File: config.mk
export PLATFORM = sky130hd
export DESIGN_NAME = ram_stream_fifo_ctrl
export DESIGN_NICKNAME = d
export VERILOG_FILES = /design/src/rtl/ram_stream_fifo_ctrl.sv
export SDC_FILE = /design/constraint.sdc
export NUM_CORES = 1
export LEC_CHECK = 0
export ABC_CLOCK_PERIOD_IN_PS = 7500
export CORE_MARGIN = 10
export CORE_UTILIZATION = 34
export CTS_CLUSTER_DIAMETER = 150
export DETAILED_ROUTE_END_ITERATION = 7
export PLACE_DENSITY_LB_ADDON = 0.2
export SLEW_MARGIN = 20
export SYNTH_ARGS = -nofsm -noshare
export SYNTH_HDL_FRONTEND = slang
export SYNTH_SLANG_ARGS = --single-unit
File: constraint.sdc
create_clock -name clk -period 7.5 [get_ports clk]
set_clock_uncertainty 0.2 [all_clocks]
set_input_delay 1.125 -clock clk [delete_from_list [all_inputs] [get_ports clk]]
set_output_delay 1.125 -clock clk [all_outputs]
set_load 0.01 [all_outputs]
File: src/rtl/ram_stream_fifo_ctrl.sv
// Valid/ready FIFO controller driving a 1-write/1-read synchronous RAM; the RAM output
// register acts as the head slot, so the FIFO holds 2**addressWidth + 1 words in total.
module ram_stream_fifo_ctrl #(
  parameter int addressWidth = 5,
  parameter int dataWidth    = 32
) (
  input  logic                    clk,
  input  logic                    reset,
  input  logic                    flush,
  input  logic                    push_valid,
  output logic                    push_ready,
  input  logic [dataWidth-1:0]    push_data,
  output logic                    pop_valid,
  input  logic                    pop_ready,
  output logic [dataWidth-1:0]    pop_data,
  output logic [addressWidth:0]   occupancy,
  output logic                    ram_wr_en,
  output logic                    ram_wr_mask,
  output logic [addressWidth-1:0] ram_wr_addr,
  output logic [dataWidth-1:0]    ram_wr_data,
  output logic                    ram_rd_en,
  output logic [addressWidth-1:0] ram_rd_addr,
  input  logic [dataWidth-1:0]    ram_rd_data
);

  localparam int                      DEPTH    = 2 ** addressWidth;
  localparam logic [addressWidth:0]   CNT_FULL = (addressWidth + 1)'(DEPTH);
  localparam logic [addressWidth:0]   CNT_ZERO = (addressWidth + 1)'(0);
  localparam logic [addressWidth:0]   CNT_ONE  = (addressWidth + 1)'(1);
  localparam logic [addressWidth-1:0] PTR_ZERO = addressWidth'(0);
  localparam logic [addressWidth-1:0] PTR_ONE  = addressWidth'(1);

  logic [addressWidth-1:0] wr_ptr_r, rd_ptr_r, wr_ptr_nxt_s, rd_ptr_nxt_s;
  logic [addressWidth:0]   ram_cnt_r, ram_cnt_nxt_s;
  logic [addressWidth:0]   occupancy_r, occupancy_nxt_s;
  logic                    pop_valid_r, pop_valid_nxt_s;
  logic                    clear_s, push_fire_s, rd_issue_s;

  // Handshake decode and next-state computation
  always_comb begin
    clear_s         = reset | flush;
    push_ready      = 1'b0;
    push_fire_s     = 1'b0;
    rd_issue_s      = 1'b0;
    wr_ptr_nxt_s    = wr_ptr_r;
    rd_ptr_nxt_s    = rd_ptr_r;
    ram_cnt_nxt_s   = ram_cnt_r;
    pop_valid_nxt_s = pop_valid_r;

    if (clear_s) begin
      wr_ptr_nxt_s    = PTR_ZERO;
      rd_ptr_nxt_s    = PTR_ZERO;
      ram_cnt_nxt_s   = CNT_ZERO;
      pop_valid_nxt_s = 1'b0;
    end else begin
      push_ready  = (ram_cnt_r != CNT_FULL);
      push_fire_s = push_valid & push_ready;
      // A read is only issued when the output register is free or being drained,
      // which keeps rd_data frozen during a stall.
      rd_issue_s  = (ram_cnt_r != CNT_ZERO) & (~pop_valid_r | pop_ready);

      wr_ptr_nxt_s    = push_fire_s ? (wr_ptr_r + PTR_ONE) : wr_ptr_r;
      rd_ptr_nxt_s    = rd_issue_s  ? (rd_ptr_r + PTR_ONE) : rd_ptr_r;
      pop_valid_nxt_s = rd_issue_s | (pop_valid_r & ~pop_ready);

      case ({push_fire_s, rd_issue_s})
        2'b10:   ram_cnt_nxt_s = ram_cnt_r + CNT_ONE;
        2'b01:   ram_cnt_nxt_s = ram_cnt_r - CNT_ONE;
        default: ram_cnt_nxt_s = ram_cnt_r;
      endcase
    end

    occupancy_nxt_s = ram_cnt_nxt_s + {{addressWidth{1'b0}}, pop_valid_nxt_s};
  end

  // State registers; reset and flush share the clear path
  always_ff @(posedge clk) begin
    if (reset) begin
      wr_ptr_r    <= PTR_ZERO;
      rd_ptr_r    <= PTR_ZERO;
      ram_cnt_r   <= CNT_ZERO;
      occupancy_r <= CNT_ZERO;
      pop_valid_r <= 1'b0;
    end else begin
      wr_ptr_r    <= wr_ptr_nxt_s;
      rd_ptr_r    <= rd_ptr_nxt_s;
      ram_cnt_r   <= ram_cnt_nxt_s;
      occupancy_r <= occupancy_nxt_s;
      pop_valid_r <= pop_valid_nxt_s;
    end
  end

  assign pop_valid   = pop_valid_r;
  assign pop_data    = ram_rd_data;
  assign occupancy   = occupancy_r;
  assign ram_wr_en   = push_fire_s;
  assign ram_wr_mask = 1'b1;
  assign ram_wr_addr = wr_ptr_r;
  assign ram_wr_data = push_data;
  assign ram_rd_en   = rd_issue_s;
  assign ram_rd_addr = rd_ptr_r;

endmodule

# After elaboration in Yosys (flattened, before gate mapping)
# Cells that the tools add are included.
[word_totals]
elab_cells = 29
register_bits = 23
in_bits = 69
output_inout_bits = 85
[classes]
mux = 6
reduce_logical = 2
bitwise = 8
eq_ne = 3
add_sub_neg = 5
[ops]
columns = ["cell", "count"]
rows = [
  ["$pmux W6 S2", 1],
  ["$add A5 B1 Y5 const B", 2],
  ["$add A6 B1 Y6", 1],
  ["$add A6 B1 Y6 const B", 1],
  ["$mux W6", 1],
  ["$ne A6 B6 Y1 const B", 1],
  ["$reduce_bool A6 Y1", 1],
  ["$sub A6 B1 Y6 const B", 1],
  ["$mux W1", 4],
  ["$and A1 B1 Y1", 3],
  ["$or A1 B1 Y1", 3],
  ["$eq A2 B1 Y1 const B", 1],
  ["$eq A2 B2 Y1 const B", 1],
  ["$not A1 Y1", 2],
  ["$reduce_or A2 Y1", 1],
]

# Depth between registers and ports, before layout
[logic_depth]
ltp_word = 7
mapped_depth = 15
mapped_depth_nobuf = 13

# Least setup slack after synthesis
# OpenSTA, ideal clock, no wires.
[synth_path]
path_kind = "in2reg"
from = "in push_valid"
to = "reg occupancy_r[5], in the netlist occupancy[5]"
t_arrival_ns = 3.491
path_stages = 11
path_buffers = 1
slack_ns = 3.738
setup_ns = 0.072
required_ns = 7.228
path_cell_list = "a21boi_1 -> clkinv_1 -> ha_1 -> buf_2 -> xor2_1 -> ha_1 -> nor4bb_1 -> nor4_4 -> xnor2_1 -> nor4_2 -> xor2_1"
[synth_between]
elab_chain_len = 5
elab_cells_between_ends = 6
classes_between = "1 x add/sub; 2 x eq/ne; 2 x mux; 1 x bitwise"
[synth_lines]
columns = ["element", "line_no", "rtl"]
rows = [
  ["start, declared", "10", "input logic push_valid,"],
  ["$and A1 B1 Y1 *", "57", "push_fire_s = push_valid & push_ready;"],
  ["$eq A2 B1 Y1 or $eq A2 B2 Y1 (tied branches)", "66", "case ({push_fire_s, rd_issue_s})"],
  ["$pmux W6 S2 *", "66", ""],
  ["$mux W6 *", "50", "if (clear_s) begin"],
  ["$add A6 B1 Y6 *", "73", "occupancy_nxt_s = ram_cnt_nxt_s + {{addressWidth{1'b0}}, pop_valid_nxt_s};"],
  ["end signal, assigned", "88", "occupancy_r <= occupancy_nxt_s;"],
  ["end, declared", "35", "logic [addressWidth:0] occupancy_r, occupancy_nxt_s;"],
]
# Every way passes the cells marked *; elsewhere a longest branch is shown, timed or not.
# A chain may end at the register's enable or synchronous reset.

# Worst setup path after layout
[layout_path]
from = "in reset"
to = "out ram_wr_en"
[layout_between]
elab_chain_len = 2
[layout_lines]
columns = ["element", "line_no", "rtl"]
rows = [
  ["start, declared", "8", "input logic reset,"],
  ["$or A1 B1 Y1", "41", "clear_s = reset | flush;"],
  ["$mux W1", "50", ""],
  ["end, declared", "17", "output logic ram_wr_en,"],
]
# No other way between the ends.

==> summary.md <==
| Metric | Value |
|---|---|
| Via count | 1,002 |
| Top Layer Used | met4 |
| Placed cell area | 1494 um^2 |
| Pleak | 0.0005752 uW |
| Hold bufs inserted after CTS | 0 |
| Critical path startpoint category | input pin |
| PortBufs | 24 |
| Die height | 90.77 um |
| Syn nets | 275 |
| Later-pin clock latency in the skew report | 0.26 ns |
| Synth Cell Area | 1703 um^2 |
| Ports | 154 |
| Mux contribution to synthesized area | 1.763% |
| Worst setup EP type | output port |
| WP data required | 6.17 ns |
| Initial Util | 35.58% |
| Multi-input logic area | 701.9 um^2 |
| Fmax | 228.5 MHz |
| Synth Area in XOR/XNOR | 10.29% |
| Wire per inst | 13.88 um |
| Register-to-register setup slack | 3.68 ns |
| Worst-path fanout max | 20 |
| Final count of hold timing violations | 0 |
| Outcome | finished, final reports clean |
| CTS root buffer | clkbuf_8 |
| Synth unique cells | 36 |
| Dpl cells | 216 |
| Hold crit path type | reg2reg |
| Sequential area share after synthesis | 27.04% |
| Setup CP Type | in2out |
| Avg Cell Area, Syn | 8.557 um^2 |
| Crit path from | reset |
| Max-cap violations | 0 |
| DR pass1 iterations | 4 |
| Rows | 25 |
| Worst-Margin Slew | 0.7015 ns |
| Post-synthesis simple-gate area fraction | 18.22% |
| Async set-or-reset flop fraction in the synthesized netlist | 0% |
| Syn Inst Count | 199 |
| CTS H-Tree Depth | 1 |
| Total GRT Usage | 7.421% |
| Worst vdd ir | 0.0001600 V |
| Tcrit/Tclk final | 58.36% |
| Post-Synth Adder-Cell Area | 5.143% |
| CTS tree | yes |
| Core area | 4786 um^2 |
| Min Tclk post-route | 4.377 ns |
| R2r endpoint | occupancy[4]$_SDFF_PP0_ |
| Reg2Reg Depth | 13 |
| Setup Total Neg Slack | 0 ns |
| CTS Buf Count | 3 |
| Met3 Wirelength | 369 um |
| Yosys warnings | 0 |
| Max_slew headroom | 53.23% |
| Number of enable flip-flop cells after synthesis | 0 |
| Number of synthesized register bits | 23 |
| Main combinational cell family by area after synthesis | buffers and inverters |
| Global-route wire length before repair | 5016 um |
| WP data arrival | 3.05 ns |
| Nets | 230 |
| Routability congestion estimate from global placement | 0.6942 |
| Ant diodes | 0 |
| # clock sinks | 23 |
| Clk slew on worst S/H paths | 0.08 ns |
| R2R Path Start | ram_cnt_r[2]$_SDFF_PP0_ |
| Crit path to | ram_wr_en |
| Vias in the first global route | 972 |
| P&R area growth vs syn | -9.552% |
| GR Overflow Total | 0 |
| Power per Cell Area | 310.0 nW/um^2 |
| # DRC | 0 |
| Final worst setup slack | 3.123 ns |
| RSZ-0062 raised after global routing | false |
| Main flop type after synthesis | dfxtp_1 |
| Dpl hpwl | 2324 um |
| Reg area | 460.4 um^2 |
| DP Worst Slack | 2.894 ns |
| Post-route ant nets | 0 |
| Via-per-instance ratio | 4.555 |
| Drt total wl | 3054 um |
| Fin cells | 220 |
| WL met1 | 1407 um |
| CTS max path bufs | 2 |
| Final instance area | 1540 um^2 |
| Synth Area in Compound Gates | 5.584% |
| Die Span X | 90.77 um |
| Fin. max-slew vios | 0 |
| Post-CTS sizing | 0 |
| Final setup viols | 0 |
| Metal2 WL | 1141 um |
| Fraction of layout instances using a drive strength above 1 | 5.229% |
| Largest net degree at the start of global routing | 21 |
| Initial antenna violation count | 0 |
| Fillers | 516 |
| DRT iter0 DRCs | 38 |
| Die area | 8239 um^2 |
| Post-CTS setup buffers | 0 |
| Worst hold slack | 0.3122 ns |
[cells in the final DEF (no fill, tap or decap), drive strengths merged, types with 2 or more instances in the layout]
master         instances
a21o                   2
nand2                  7
clkdlybuf4s50         24
nor2b                  4
mux2i                  3
o21ai                  2
nor3b                  2
nand3b                 2
clkbuf                 3
nand4                  4
a21oi                  7
or3                    2
xor2                  13
nor4                   3
xnor2                  7
and2                   2
clkinv                 2
nor3                   2
dfxtp                 23
ha                     7
nor2                  21
[stage by stage]
step | util, % | total power, uW
2_1_floorplan | - | 383.9
5_1_grt | 32.18 | 520.0
4_1_cts | 32.18 | 484.0
3_5_place_dp | 31.22 | 401.2
3_3_place_gp | 31.22 | 402.4
6_report | 32.18 | 477.5
[cells by family (layout without fill, tap and decap cells)]
| kind of cell | after synthesis | after routing |
|---|---|---|
| AOI/OAI and AO/OA | 15 | 15 |
| DFF | 23 | 23 |
| xor gates and xnor gates | 20 | 20 |
| and+or+nand+nor | 54 | 54 |
| buffers and inverters | 76 | 30 |
| other | 1 | 1 |
| adders and majority gates | 7 | 7 |
| muxes | 3 | 3 |
[where the power goes]
| part | internal, uW | total, uW | leakage (uW) | switching (uW) |
|---|---|---|---|---|
| combinational | 106 | 240 | 0.000364 | 134 |
| sequential | 140 | 159 | 0.000186 | 19.0 |
| clock | 37.1 | 78.9 | 0.0000255 | 41.7 |
[layout make-up]
type | instances | area share (%)
Tap cell | 67 | 5.443
Clock buffer | 3 | 2.681
Inverter | 2 | 0.4874
Timing Repair Buffer | 24 | 15.60
Sequential cell | 23 | 29.89
Clock inverter | 1 | 0.3249
Multi-Input combinational cell | 100 | 45.57
[cells in the mapped netlist (all sizes together) (2+ instances only)]
master | n | area share, %
a21o | 2 | 0.88
nor3 | 2 | 0.59
xor2 | 13 | 6.7
nor3b | 2 | 0.88
nand2 | 7 | 1.5
o21ai | 2 | 0.59
and2 | 2 | 0.73
ha | 7 | 5.1
nand4 | 4 | 1.5
nor4 | 3 | 2.7
nand3b | 2 | 0.88
or3 | 2 | 0.73
mux2i | 3 | 1.8
nor2b | 4 | 1.5
xnor2 | 7 | 3.6
buf | 71 | 31
a21oi | 7 | 2.3
clkbuf | 3 | 0.73
dfxtp | 23 | 27
nor2 | 21 | 4.6
[critical path, cell delays in order]
cell and delay [ns]:
clkdlybuf4s50_1 0.48, or2_1 0.51, a21oi_1 0.25, and2_1 0.15
clkdlybuf4s50_1 0.53
[worst min path at each step]
stage	from	end	slack, ns	cells after the start
finish	ram_wr_addr[4]$_SDFFE_PP0P_	ram_wr_addr[4]$_SDFFE_PP0P_	0.31	2
global route	ram_wr_addr[4]$_SDFFE_PP0P_	ram_wr_addr[4]$_SDFFE_PP0P_	0.34	2
CTS	ram_wr_addr[1]$_SDFFE_PP0P_	ram_wr_addr[1]$_SDFFE_PP0P_	0.32	2
detailed placement	ram_wr_addr[4]$_SDFFE_PP0P_	ram_wr_addr[4]$_SDFFE_PP0P_	0.30	2
global placement	ram_wr_addr[1]$_SDFFE_PP0P_	ram_wr_addr[1]$_SDFFE_PP0P_	0.29	2
floorplan	ram_wr_addr[1]$_SDFFE_PP0P_	ram_wr_addr[1]$_SDFFE_PP0P_	0.31	2
[state kept, by name, indices dropped and copies added, names as in the netlist]
signal	count
occupancy	6
pop_valid	1
ram_cnt_r	6
ram_rd_addr	5
ram_wr_addr	5
[routing by layer]
layer	vias to the layer above	track usage (%)
li1	490	-
met1	447	8.850
met2	49	9.495
met3	16	4.156
met4	0	5.614
met5	-	0
(Power assumes the default switching activity.)
